$ cat config.mk
export PLATFORM = sky130hd
export DESIGN_NAME = sdram_rd_engine
export DESIGN_NICKNAME = d
export VERILOG_FILES = /design/src/rtl/sdram_pkg.sv /design/src/rtl/sdram_rd_capture.sv /design/src/rtl/sdram_rd_engine.sv
export SDC_FILE = /design/constraint.sdc
export NUM_CORES = 1
export LEC_CHECK = 0
export CAP_MARGIN = 5
export CORE_MARGIN = 3
export CORE_UTILIZATION = 45
export CTS_CLUSTER_DIAMETER = 60
export DETAILED_ROUTE_END_ITERATION = 12
export DONT_BUFFER_PORTS = 1
export SLEW_MARGIN = 20
export SYNTH_ARGS = -nofsm -noshare
export SYNTH_HDL_FRONTEND = slang
export SYNTH_SLANG_ARGS = --single-unit
$ cat constraint.sdc
create_clock -name sclk -period 3.2 [get_ports sclk]
set_input_delay 0.32 -clock sclk [delete_from_list [all_inputs] [get_ports sclk]]
set_output_delay 0.32 -clock sclk [all_outputs]
set_load 0.01 [all_outputs]
$ cat src/rtl/sdram_pkg.sv
// Shared SDRAM command encodings and read-engine state encoding.
// Commands are {cs_n, ras_n, cas_n, we_n}.
package sdram_pkg;

    localparam logic [3:0] CMD_NOP  = 4'b0111;
    localparam logic [3:0] CMD_ACT  = 4'b0011;
    localparam logic [3:0] CMD_RD   = 4'b0101;
    localparam logic [3:0] CMD_PRE  = 4'b0010;
    localparam logic [3:0] CMD_AREF = 4'b0001;

    typedef enum logic [2:0] {
        StIdle,
        StReq,
        StAct,
        StRd,
        StPre
    } rd_state_e;

endpackage

$ cat src/rtl/sdram_rd_capture.sv
// Read-data capture: delays each RD by CAS latency and strobes the FIFO for one burst.
// rd_issue is high the cycle before RD appears on the command bus.
module sdram_rd_capture #(
    parameter int unsigned DQ_W      = 16,
    parameter int unsigned BURST_LEN = 4,
    parameter int unsigned CAS_LAT   = 3
) (
    input  logic            sclk,
    input  logic            reset,
    input  logic            rd_issue,
    input  logic [DQ_W-1:0] sdram_rd_data,
    output logic            rfifo_wr_en,
    output logic [DQ_W-1:0] rfifo_wr_data
);

    localparam int unsigned BEAT_W = $clog2(BURST_LEN);

    // rd_pipe[k] is high when RD was on the bus k cycles ago
    logic [CAS_LAT:0]  rd_pipe;
    logic [BEAT_W-1:0] beat_cnt;
    logic              beat_vld;

    assign beat_vld = rd_pipe[CAS_LAT] || (beat_cnt != '0);

    always_ff @(posedge sclk or negedge reset) begin
        if (!reset) begin
            rd_pipe       <= '0;
            beat_cnt      <= '0;
            rfifo_wr_en   <= 1'b0;
            rfifo_wr_data <= '0;
        end else begin
            rd_pipe <= {rd_pipe[CAS_LAT-1:0], rd_issue};
            if (rd_pipe[CAS_LAT]) begin
                beat_cnt <= BEAT_W'(BURST_LEN - 1);
            end else if (beat_cnt != '0) begin
                beat_cnt <= beat_cnt - BEAT_W'(1);
            end
            rfifo_wr_en   <= beat_vld;
            rfifo_wr_data <= sdram_rd_data;
        end
    end

endmodule

$ cat src/rtl/sdram_rd_engine.sv
// SDRAM read master: multi-burst reads that cross row/bank boundaries, yielding the bus
// for refresh or FIFO backpressure and resuming at the saved address.
module sdram_rd_engine
    import sdram_pkg::*;
#(
    parameter int unsigned ROW_W     = 12,
    parameter int unsigned COL_W     = 9,
    parameter int unsigned BANK_W    = 2,
    parameter int unsigned DQ_W      = 16,
    parameter int unsigned BURST_LEN = 4,
    parameter int unsigned CAS_LAT   = 3,
    parameter int unsigned T_RCD     = 3,
    parameter int unsigned T_RP      = 3,
    parameter int unsigned LEN_W     = 16
) (
    input  logic                            sclk,
    input  logic                            reset,
    input  logic                            rd_trig,
    input  logic [BANK_W+ROW_W+COL_W-1:0]   start_addr,
    input  logic [LEN_W-1:0]                rd_len,
    output logic                            busy,
    output logic                            rd_done,
    output logic                            rd_req,
    input  logic                            rd_en,
    input  logic                            ref_req,
    output logic                            flag_rd_end,
    output logic [3:0]                      rd_cmd,
    output logic [ROW_W-1:0]                rd_addr,
    output logic [BANK_W-1:0]               bank_addr,
    input  logic [DQ_W-1:0]                 sdram_rd_data,
    output logic                            rfifo_wr_en,
    output logic [DQ_W-1:0]                 rfifo_wr_data,
    input  logic                            rfifo_afull
);

    localparam int unsigned ADDR_W = BANK_W + ROW_W + COL_W;
    localparam int unsigned CNT_W  = 8;

    rd_state_e         state_q, state_d;
    logic [CNT_W-1:0]  cnt_q, cnt_d;
    // {bank,row,col} as one counter so column/row/bank carries happen naturally
    logic [ADDR_W-1:0] addr_q, addr_d;
    logic [LEN_W-1:0]  remain_q, remain_d;

    logic [3:0]        cmd_d;
    logic [ROW_W-1:0]  rd_addr_d;
    logic [BANK_W-1:0] bank_addr_d;
    logic              rd_req_d, busy_d, rd_done_d, flag_rd_end_d;
    logic              issue_rd;

    logic [COL_W-1:0]  col_q;
    logic [ROW_W-1:0]  row_q;
    logic [BANK_W-1:0] bank_q;

    assign col_q  = addr_q[COL_W-1:0];
    assign row_q  = addr_q[COL_W +: ROW_W];
    assign bank_q = addr_q[COL_W+ROW_W +: BANK_W];

    always_comb begin
        state_d       = state_q;
        cnt_d         = cnt_q + CNT_W'(1);
        addr_d        = addr_q;
        remain_d      = remain_q;
        cmd_d         = CMD_NOP;
        rd_addr_d     = '0;
        bank_addr_d   = '0;
        busy_d        = busy;
        rd_done_d     = 1'b0;
        flag_rd_end_d = 1'b0;
        issue_rd      = 1'b0;

        unique case (state_q)
            StIdle: begin
                cnt_d = '0;
                if (rd_trig) begin
                    state_d  = StReq;
                    addr_d   = start_addr;
                    remain_d = (rd_len == '0) ? LEN_W'(1) : rd_len;
                    busy_d   = 1'b1;
                end
            end
            StReq: begin
                cnt_d = '0;
                if (rd_en) begin
                    state_d     = StAct;
                    cmd_d       = CMD_ACT;
                    rd_addr_d   = row_q;
                    bank_addr_d = bank_q;
                end
            end
            StAct: begin
                if (cnt_q == CNT_W'(T_RCD - 1)) begin
                    state_d  = StRd;
                    cnt_d    = '0;
                    issue_rd = 1'b1;
                end
            end
            StRd: begin
                // Burst boundary: col_q already points past the last RD, so 0 means wrap
                if (cnt_q == CNT_W'(BURST_LEN - 1)) begin
                    cnt_d = '0;
                    if (remain_q == '0 || col_q == '0 || ref_req || rfifo_afull) begin
                        state_d       = StPre;
                        cmd_d         = CMD_PRE;
                        rd_addr_d[10] = 1'b1;
                    end else begin
                        issue_rd = 1'b1;
                    end
                end
            end
            StPre: begin
                if (cnt_q == CNT_W'(T_RP - 1)) begin
                    cnt_d = '0;
                    if (remain_q == '0) begin
                        state_d       = StIdle;
                        busy_d        = 1'b0;
                        rd_done_d     = 1'b1;
                        flag_rd_end_d = 1'b1;
                    end else if (ref_req || rfifo_afull) begin
                        state_d       = StReq;
                        flag_rd_end_d = 1'b1;
                    end else begin
                        state_d     = StAct;
                        cmd_d       = CMD_ACT;
                        rd_addr_d   = row_q;
                        bank_addr_d = bank_q;
                    end
                end
            end
            default: state_d = StIdle;
        endcase

        if (issue_rd) begin
            cmd_d       = CMD_RD;
            rd_addr_d   = ROW_W'(col_q);
            bank_addr_d = bank_q;
            addr_d      = addr_q + ADDR_W'(BURST_LEN);
            remain_d    = remain_q - LEN_W'(1);
        end

        rd_req_d = (state_d == StReq);
    end

    always_ff @(posedge sclk or negedge reset) begin
        if (!reset) begin
            state_q     <= StIdle;
            cnt_q       <= '0;
            addr_q      <= '0;
            remain_q    <= '0;
            rd_cmd      <= CMD_NOP;
            rd_addr     <= '0;
            bank_addr   <= '0;
            rd_req      <= 1'b0;
            busy        <= 1'b0;
            rd_done     <= 1'b0;
            flag_rd_end <= 1'b0;
        end else begin
            state_q     <= state_d;
            cnt_q       <= cnt_d;
            addr_q      <= addr_d;
            remain_q    <= remain_d;
            rd_cmd      <= cmd_d;
            rd_addr     <= rd_addr_d;
            bank_addr   <= bank_addr_d;
            rd_req      <= rd_req_d;
            busy        <= busy_d;
            rd_done     <= rd_done_d;
            flag_rd_end <= flag_rd_end_d;
        end
    end

    sdram_rd_capture #(
        .DQ_W      (DQ_W),
        .BURST_LEN (BURST_LEN),
        .CAS_LAT   (CAS_LAT)
    ) u_capture (
        .sclk          (sclk),
        .reset         (reset),
        .rd_issue      (cmd_d == CMD_RD),
        .sdram_rd_data (sdram_rd_data),
        .rfifo_wr_en   (rfifo_wr_en),
        .rfifo_wr_data (rfifo_wr_data)
    );

endmodule
Word-level counts from Yosys, hierarchy flattened
Cells that the tools add are included.
- register bits after elaboration: 95
- bits of input ports: 61
- logic and storage cells: 108
- add/sub/neg operators: 4
- eq/ne operators: 11
- mux-type cells: 60
- reduce and logical (&&, ||, !) cells: 18
- operators by type and width (operator ; number):
    $mux W23 ; 3
    $mux W16 ; 4
    $mux W12 ; 5
    $mux W3 ; 13
    $logic_not A16 Y1 ; 2
    $pmux W8 S3 ; 1
    $add A23 B3 Y23 const B ; 1
    $pmux W10 S2 ; 1
    $eq A8 B2 Y1 const B ; 2
    $mux W2 ; 8
    $mux W8 ; 2
    $sub A16 B1 Y16 const B ; 1
    $mux W1 ; 15
    $pmux W3 S5 ; 1
    $reduce_bool A2 Y1 ; 5
    $logic_not A9 Y1 ; 1
    $pmux W3 S3 ; 1
    $add A8 B1 Y8 const B ; 1
    $eq A3 B1 Y1 const B ; 2
    $eq A3 B2 Y1 const B ; 2
    $ne A2 B2 Y1 const B ; 3
    $pmux W1 S2 ; 3
    $logic_or A1 B1 Y1 ; 5
    $eq A4 B3 Y1 const B ; 1
    9 further kinds ; 10

Depth between registers and ports, before layout
Gate-level depths: netlist (run 1).
- word-level depth: 9
- mapped depth: 11
- gate-level depth less buffers: 8

Modules after synthesis
From an unflattened synthesis (run 1), not the netlist that was laid out.
- cells, all modules: 446
- area total of the unflattened synthesis: 4475.5 um^2
- modules (own cells, without submodules) (module ; times used ; cells each ; area an instance (um^2) ; seq. area each (um^2)):
    sdram_rd_engine ; 1 ; 415 ; 3844.9 ; 1780.5
    sdram_rd_capture ; 1 ; 31 ; 630.6 ; 575.6

Worst setup path before layout (run 1)
Ideal clock, no wire load.
- kind: register -> register
- start point: register remain_q[0]
- end point: register remain_q[15]
- setup time: 0.120 ns
- arrival time: 2.173 ns
- setup slack: 0.907 ns
- cell stages (with the launch flop): 11
- path buffers: 2
- period minus slack after synthesis: 2.293 ns
- path through: dfrtp_1 > inv_1 > ha_1 > nor4b_1 > and4_1 > buf_2 > o31ai_4 > inv_2 > buf_4 > or3_1 > o211a_1
- cells in the longest elaborated chain, start to end: 9
- elaborated cells on any way between the ends: 12
- those cells by class: add/sub (1); mux (4); reduce/logical (7)
- RTL lines (what ; RTL line ; source):
    start, declared ; sdram_rd_engine.sv:43 ; logic [LEN_W-1:0] remain_q, remain_d;
    start signal, assigned ; sdram_rd_engine.sv:161 ; remain_q <= remain_d;
    $logic_not A16 Y1 ; sdram_rd_engine.sv:102 ; if (remain_q == '0 || col_q == '0 || ref_req || rfifo_afull) begin
    $logic_or A1 B1 Y1 (3 in series) ; sdram_rd_engine.sv:102 ;
    $mux W1 ; sdram_rd_engine.sv:102 ;
    $mux W1 ; sdram_rd_engine.sv:100 ; if (cnt_q == CNT_W'(BURST_LEN - 1)) begin
    $pmux W1 S2 ; sdram_rd_engine.sv:72 ; unique case (state_q)
    $reduce_bool A2 Y1 (no line) ; -- ;
    $reduce_and A2 Y1 (no line) ; -- ;
Several ways; a longest one is shown, not always the timed one.
A chain may end at the register's enable or synchronous reset.

Worst setup path after layout (run 1)
- start point: register remain_q[3]
- end point: register remain_q[12]
The elaborated chain is that of the path after synthesis.

==> results.toml, run 1 <==
[status]
status = "finished, final reports clean"

[worst_setup_path]
cpPeakStageDelay_ps = 640
critPathArrivalTime_ps = 3090
critPathMaxFanout = 36
critPathLaunchType = "register"
crit_path_end_kind = "register"
critPathKind = "reg2reg"
cpMaxStageDelayCell = "nor4_1"
required_ps = 3450
cp_cell_sequence = "nor4_1 > and4_1 > o31ai_4 > inv_2 > buf_12 > nand2_1 > o221a_1"

[run]
max-cap-violations = 0

[cells_and_area]
final_cell_area_sq_um = 4920
final_core_util_pct = 52.5
syn_to_final_growth_pct = 12.0
nets = 509
final_cell_count_no_fill = 576
fillCellCount = 865
drive_gt1_share_pct = 8.05
num_antenna_cells = 0

[cts]
root_buffer = "clkbuf_8"
postCtsHoldBufs = 18
post-cts-setup-buffers = 0
clk_path_buf_depth = 2
cts.sink_count = 94
postCtsResizedCells = 0
h-tree-depth = 3
clk_transition_reported_paths_ps = 110
numCtsBuffers = 9
tritoncts = "built"
clk_latency_ps = 360

[synthesis]
ys_types = 59
syn-cell-area_sq_um = 4390
ys_seq_area_share_pct = 53.7
yosys_warnings = 0
syn-num-nets = 494
synthArstFlopShare_pct = 100
synthCells = 427
avgSynthCellArea_sq_um = 10.3
synth_edf_count = 0
synth-seq-cells = 94
synthFlopType = "dfrtp_1"

[sta]
timing.fmax_ghz = 0.352
hold_viol_final = 0
fin_hold_ws_ps = 63.9
setup_tns_ps = 0
setup-violations-final = 0
slew_headroom_pct = 50.9
min_period_over_period_pct = 88.7
worst_pin_slew_ps = 731
rsz0062_at_grt = "false"
min_period_ps = 2840
worst_slack_ps = 360
slew_violations = 0
fin_skew_ps = 10.1

[route]
drc_errors = 0
wl_mm = 10.7
antenna_left = 0
via_per_inst = 5.97
drtIter0Drc = 184
wl_per_cell_um = 18.6
drt-pass1-iter-count = 4
vias = 3438

[pwr]
ir_drop_mv = 0.458
switching_power_mw = 1.58
p_comb_share_pct = 29.5
power_mw = 3.96
total_leakage_power_nw = 2.06
power.internal_mw = 2.38
p_per_area_nw_per_um2 = 806
swShare_pct = 40.0
p_clk_share_pct = 19.7
pwr-share-seq_pct = 50.8

[global_route]
grtUsageTotal_pct = 20.0
antenna_found_initial = 0
grt_pass1_vias = 3360
grt_overflow = 0
grt_max_degree = 95
grt_pass1_wl_mm = 17.6

[place]
gp_congestion = 0.890
hpwl_mm = 7.41
place_ws_ps = 418
place_area_sq_um = 4510
placedCellCount = 542
port_buffers = 0

[floorplan]
io_pins = 100
start_util_pct = 46.8
die_w_um = 105
core_area_sq_um = 9370
std_cell_rows = 35
die_area_sq_um = 11000
die-height_um = 105

[hold_path]
hold_class = "in2reg"
## area by class of cell
cell class / count / area, sq um / share of cell area (%)
Inverter: 11 / 41.3 / 0.840
Timing Repair Buffer: 25 / 263 / 5.34
Clock buffer: 9 / 124 / 2.52
Clock inverter: 7 / 80.1 / 1.63
Multi-Input combinational cell: 301 / 1890 / 38.5
Sequential cell: 94 / 2360 / 47.9
Tap cell: 129 / 161 / 3.28
## worst max-delay path, delay by kind of cell (launching register included)
family / cells / cell delay, ps
and+or+nand+nor: 3 / 1320
buffers and inverters: 2 / 490
AOI/OAI and AO/OA: 2 / 410
DFF: 1 / 480
## final timing paths
path,slack (ps),to,start,cells past startpoint
max in group asynchronous,2300,rd_cmd[1],reset,2
worst max-delay path,360,remain_q[12],remain_q[3],7
min in group asynchronous,540,cnt_q[2],reset,2
worst min-delay path,60,addr_q[1],start_addr[1],2
worst max register to register,360,remain_q[12],remain_q[3],7
worst min register to register,360,u_capture.rd_pipe[3],u_capture.rd_pipe[2],0
## flip-flops by register name, summed over array words and instances (netlist names)
signal / flops
rd_cmd: 3
u_capture.rfifo_wr_data: 16
state_q: 3
u_capture.beat_cnt: 2
busy: 1
rd_req: 1
remain_q: 16
rd_addr: 12
rd_done: 1
flag_rd_end: 1
bank_addr: 2
addr_q: 23
cnt_q: 8
u_capture.rd_pipe: 4
u_capture.rfifo_wr_en: 1
## logic make-up after synthesis
kind of cell	share of synthesized area [%]
fa+ha+maj	1.71
compound gates	15.4
mux	1.40
flops	53.7
simple gates	23.0
xor+xnor	1.40
buf+inv	3.28
other cells	0.0854
## synth_stat cells (8+ instances only)
master / number / area [sq um]
clkbuf_1: 10 / 37.5
nor3_1: 16 / 80.1
a22o_1: 8 / 70.1
nand4_1: 9 / 56.3
o21ai_1: 9 / 45.0
nand2_1: 41 / 154
dfrtp_1: 91 / 2280
inv_1: 10 / 37.5
nand3_1: 24 / 120
nor2_1: 30 / 113
or3_1: 12 / 75.1
and3_1: 14 / 87.6
a31oi_1: 12 / 75.1
o31ai_1: 9 / 67.6
## per-layer routing
layer / wire length (um) / GRT usage [%] / part of all wire (%) / vias to the layer above
li1: - / - / - / 1613
met1: 4740 / 27.1 / 44 / 1716
met2: 5230 / 31.6 / 49 / 105
met3: 698 / 5.31 / 6.5 / 4
met4: 68 / 5.72 / 0.63 / 0
met5: 0 / 0 / 0 / -
## power groups by stage
stage	clock, mW	sequential (mW)	combinational [mW]
6_report	0.779	2.01	1.17
5_1_grt	0.861	2.07	1.34
3_3_place_gp	0	2.02	1.10
4_1_cts	0.821	2.00	1.18
3_5_place_dp	0	2.03	1.12
2_1_floorplan	0	1.86	0.951
## placed cells by master, fill, tap and decap left out, types with 4 or more instances in the layout
master         count
dfrtp_1           91
nand2_1           41
nor2_1            30
nand3_1           24
dlygate4sd3_1     17
nor3_1            16
and3_1            14
a31oi_1           12
or3_1             12
inv_1             10
nand4_1            9
o31ai_1            9
o21ai_1            9
clkbuf_8           9
a22o_1             8
nor4_1             7
o21ai_0            7
a221o_1            7
a21oi_1            6
nor3b_1            6
or4_1              6
and2_1             6
ha_1               6
buf_4              6
nand2b_1           5
xor2_1             5
a211o_1            5
o211ai_1           5
mux2i_1            5
o22ai_1            4
Power figures use the tool's default switching activity.
==> run 2, diff against run 1 <==
- SYNTH_HIERARCHICAL: default -> 1
==> results.toml, run 2 <==
[global_route]
grt_pass1_vias = 3678
grt_max_degree = 95
antenna_found_initial = 0
grt_pass1_wl_mm = 18.9
met2_usage_pct = 33.2
grtUsageTotal_pct = 21.1
grt.busiest_layer = "met2"
met1_usage_pct = 28.5
grt_overflow = 0
grtUsageMet3_pct = 5.82

[synthesis]
syn-cell-area_sq_um = 4480
ys_types = 61
synthCells = 446
ys_seq_area_share_pct = 52.6
synthTopCellsByCount = "dfrtp_1 (91), nand2_1 (43), nand3_1 (34)"
synthFlopType = "dfrtp_1"
synthArstFlopShare_pct = 100
yosys_warnings = 6
avgSynthCellArea_sq_um = 10.0
synth_edf_count = 0
synth-seq-cells = 94
synth_top_area_cell = "dfrtp_1"
synth.most_common_cell = "dfrtp_1"
synth.top_cell.area_share_pct = 50.9
syn-num-nets = 513
synthTopCellsByArea = "dfrtp_1 (51%), nand3_1 (3.8%), nand2_1 (3.6%)"

[floorplan]
die_area_sq_um = 11200
io_pins = 100
start_util_pct = 47.3
die-height_um = 106
die_w_um = 106
core_area_sq_um = 9460
std_cell_rows = 35

[cells_and_area]
syn_to_final_growth_pct = 12.8
fillCellCount = 853
drive_gt1_share_pct = 9.94
multi_input_area_sq_um = 1990
layout_commonest_cell = "dfrtp_1"
final-seq-area_sq_um = 2360
layout_common_cells = "dfrtp_1 (91), nand2_1 (43), nand3_1 (34)"
num_antenna_cells = 0
nets = 535
top_register = "addr_q"
reg.largest.list = "addr_q (23), remain_q (16), u_capture/rfifo_wr_data (16)"
largest_reg_flops = 23

[sta]
fin_skew_ps = 10.8
slew_violations = 0
timing.fmax_ghz = 0.353
setup_tns_ps = 0
slew_headroom_pct = 51.3
setup-violations-final = 0
worst_pin_slew_ps = 724
rsz0062_at_grt = "false"
hold_viol_final = 0
worst_slack_ps = 367
min_period_ps = 2830
min_period_over_period_pct = 88.5

[cts]
tritoncts = "built"
h-tree-depth = 3
clk_path_buf_depth = 2
postCtsResizedCells = 0
clk_transition_reported_paths_ps = 100
numCtsBuffers = 9
clk_latency_ps = 360
cts.sink_count = 94
root_buffer = "clkbuf_8"

[worst_setup_path]
reg2reg_slack_ps = 370
reg2reg_to = "remain_q[12]"
r2r_start = "addr_q[2]"
crit_path_end_kind = "register"
reg2reg_depth = 9
critPathKind = "reg2reg"
critPathLaunchType = "register"
required_ps = 3450
critPathMaxFanout = 15
critPathArrivalTime_ps = 3090

[place]
place_ws_ps = 423
port_buffers = 0
gp_congestion = 0.848
hpwl_mm = 7.87

[hold_path]
hold_end = "addr_q[0]"
holdPathStages = 2
hold_class = "in2reg"
hold_start = "start_addr[0]"

[status]
status = "finished, final reports clean"

[route]
wl_mm = 11.4
wl_per_cell_um = 19.0
drtIter0Drc = 234
via_per_inst = 6.06
antenna_left = 0
vias = 3649
drc_errors = 0
drt-pass1-iter-count = 5

[run]
max-cap-violations = 0

[pwr]
p_per_area_nw_per_um2 = 783
ir_drop_mv = 0.420
total_leakage_power_nw = 2.12
## run 2: changes by cell type after synthesis, sizes merged, moves of 5 or more
cell | previous run | this run
buf | 11 | 6
a21oi | 6 | 11
nand3 | 24 | 34
nor2b | 3 | 8
nor3b | 6 | 1
and3 | 14 | 9
## run 2: cell type report
cell class / instances / share of cell area [%]
Tap cell: 129 / 3.20
Clock inverter: 7 / 1.44
Clock buffer: 9 / 2.45
Inverter: 14 / 1.04
Timing Repair Buffer: 31 / 5.85
Sequential cell: 94 / 46.7
Multi-Input combinational cell: 318 / 39.4
## run 2: cells by family (layout without fill, tap and decap cells)
| kind of cell | after synthesis | count (layout) | synth area share [%] |
|---|---|---|---|
| xor gates and xnor gates | 7 | 7 | 1.37 |
| other | 1 | 1 | 0.0838 |
| muxes | 4 | 4 | 0.895 |
| adders and majority gates | 6 | 6 | 1.68 |
| and+or+nand+nor | 203 | 203 | 24.1 |
| DFF | 94 | 94 | 52.6 |
| AOI/OAI and AO/OA | 97 | 97 | 16.2 |
| buffers and inverters | 34 | 61 | 3.05 |
## run 2: per-stage QoR
stage / util, % / std cells / hold WS (ps) / area [sq um] / power (mW)
CTS: 53.4 / 602 / 38.5 / 5050 / 3.99
floorplan: - / 446 / 24.4 / 4480 / 2.76
finish: 53.4 / 602 / 54.7 / 5050 / 3.95
global placement: 49.2 / 568 / 28.2 / 4660 / 3.10
detailed placement: 49.2 / 568 / 28.6 / 4660 / 3.14
global route: 53.4 / 602 / 21.4 / 5050 / 4.26
## run 2: critical path: stages (launching register included)
cell and delay (ps):
dfrtp_1 440, inv_1 190, ha_1 160, or4b_2 620, o21ai_2 290, o31ai_4 120
inv_2 240, buf_4 250, nor3_1 90, a221o_1 320
## run 2: timing repair
action	4_1_cts	5_1_grt
hold buffers	18	0
endpoints found under the hold margin	110	0
buffers inserted	0	0
## run 2: metal layers
| layer | share of wire [%] | vias up |
|---|---|---|
| li1 | - | 1705 |
| met1 | 43 | 1768 |
| met2 | 47 | 161 |
| met3 | 7.4 | 15 |
| met4 | 1.9 | 0 |
| met5 | 0 | - |
## run 2: where the power goes
| group | leakage (nW) | internal, mW | switching (mW) |
|---|---|---|---|
| Clock | 0.0992 | 0.311 | 0.479 |
| Sequential | 1.16 | 1.54 | 0.462 |
| Combinational | 0.853 | 0.506 | 0.656 |
| Total | 2.12 | 2.36 | 1.60 |
## run 2: how the worst max path moves through the flow
stage,startpoint,end,slack [ps],depth (start not counted)
after detailed placement,addr_q[2],addr_q[20],420,8
after CTS,addr_q[2],addr_q[18],410,8
after floorplan,addr_q[2],remain_q[5],740,9
final,addr_q[2],remain_q[12],370,9
after global routing,addr_q[2],addr_q[18],160,8
after global placement,addr_q[2],addr_q[20],490,8
==> run 3, diff against run 2 <==
- CORE_MARGIN: 3 -> default
- CTS_BUF_LIST: default -> sky130_fd_sc_hd__clkbuf_4 sky130_fd_sc_hd__clkbuf_8 sky130_fd_sc_hd__clkbuf_16
==> results.toml, run 3 (synthesis results as in run 2) <==
[route]
met2_length_mm = 5.34
antenna_left = 0
wl_mm = 11.2
drt-pass1-iter-count = 4
top_layer = "met4"
drc_errors = 0
via_per_inst = 6.10
drtIter0Drc = 239
met1_length_mm = 5.03
wl_met3_um = 712
vias = 3688
wl_per_cell_um = 18.5

[worst_setup_path]
cpPeakStageDelay_ps = 630
reg2reg_to = "addr_q[18]"
critPathMaxFanout = 15
critPathArrivalTime_ps = 3130
cpMaxStageDelayCell = "o31a_1"
required_ps = 3450
crit_path_end_kind = "register"
critPathLaunchType = "register"
critPathKind = "reg2reg"
reg2reg_slack_ps = 320
cp_cell_sequence = "inv_1 > ha_1 > or4b_2 > o21ai_2 > o31a_1 > buf_4 > or3_1 > nand3_1"
r2r_start = "addr_q[2]"
reg2reg_depth = 8

[sta]
slew_violations = 0
hold_viol_final = 0
slew_headroom_pct = 41.8
fin_hold_ws_ps = 56.5
min_period_ps = 2880
min_period_over_period_pct = 90.1
timing.fmax_ghz = 0.347
worst_pin_slew_ps = 865
setup_tns_ps = 0
fin_skew_ps = 13.7
rsz0062_at_grt = "false"
setup-violations-final = 0
worst_slack_ps = 318

[cells_and_area]
final_core_util_pct = 52.2
layout_commonest_cell = "dfrtp_1"
nets = 534
largest_reg_flops = 23
final_cell_area_sq_um = 5050
top_register = "addr_q"
drive_gt1_share_pct = 9.75
syn_to_final_growth_pct = 12.9
num_antenna_cells = 0
reg.largest.list = "addr_q (23), remain_q (16), u_capture/rfifo_wr_data (16)"
layout_common_cells = "dfrtp_1 (91), nand2_1 (43), nand3_1 (34)"
final_cell_count_no_fill = 605

[floorplan]
die-height_um = 102
die_area_sq_um = 10300
core_area_sq_um = 9680
start_util_pct = 46.2
std_cell_rows = 36
io_pins = 100
die_w_um = 102

[place]
placedCellCount = 571
place_area_sq_um = 4650
hpwl_mm = 7.63
gp_congestion = 0.908
place_ws_ps = 362
port_buffers = 0

[hold_path]
hold_end = "addr_q[1]"
holdPathStages = 2
hold_start = "start_addr[1]"
hold_class = "in2reg"

[cts]
h-tree-depth = 3
numCtsBuffers = 9
tritoncts = "built"
clk_path_buf_depth = 2
clk_transition_reported_paths_ps = 110
root_buffer = "clkbuf_8"
clk_latency_ps = 370
cts.sink_count = 94
postCtsResizedCells = 0

[pwr]
total_leakage_power_nw = 2.11
p_per_area_nw_per_um2 = 783
ir_drop_mv = 0.388
power_mw = 3.95

[global_route]
grt_overflow = 0
grt_pass1_vias = 3457
grt_max_degree = 95
grt_pass1_wl_mm = 17.9
antenna_found_initial = 0
grtUsageTotal_pct = 22.5

[status]
status = "finished, final reports clean"

[run]
max-cap-violations = 0
## run 3: cell types whose count changed in the layout (fill, tap and decap cells not counted)
| cell | change |
|---|---|
| buf_4 | -1 |
| clkinv_8 | +1 |
| inv_8 | -1 |
## run 3: where the power goes
group	total, mW	leakage (nW)	switching, mW	internal (mW)
clock network	0.798	0.100	0.486	0.312
registers	2.00	1.16	0.461	1.54
logic	1.15	0.848	0.653	0.500
## run 3: final cells by class
| type | instances | area, sq um |
|---|---|---|
| clock buffer | 9 | 124 |
| clock inverter | 7 | 77.6 |
| fill | 881 | 4630 |
| inverter | 14 | 52.6 |
| multi-input combinational | 318 | 1990 |
| sequential | 94 | 2360 |
| tap | 133 | 166 |
| timing repair buffer | 30 | 288 |
## run 3: layer usage
metal,vias to the layer above,GRT usage [%]
met5,-,0
met4,0,5.80
met3,8,5.04
met2,135,35.3
met1,1838,31.5
li1,1707,-
## run 3: worst max-delay path: cells and delay by family (launching register included)
kind / cells / cell delay, ps
flip-flops: 1 / 440
adder cells (fa/ha/maj): 1 / 180
buffers and inverters: 2 / 430
AO/OA/AOI/OAI: 2 / 920
AND/OR/NAND/NOR: 3 / 790
## run 3: what timing repair did
item                      4_1_cts  5_1_grt
hold endpoints to repair      110        0
hold buffers                   18        0
setup buffers                   0        0
## run 3: worst max-delay path by stage
| stage | cells past startpoint | to | start |
|---|---|---|---|
| after CTS | 8 | addr_q[18] | addr_q[2] |
| after global placement | 8 | addr_q[20] | addr_q[2] |
| after floorplan | 9 | remain_q[5] | addr_q[2] |
| after global routing | 8 | addr_q[18] | addr_q[2] |
| after detailed placement | 8 | addr_q[20] | addr_q[2] |
| final | 8 | addr_q[18] | addr_q[2] |
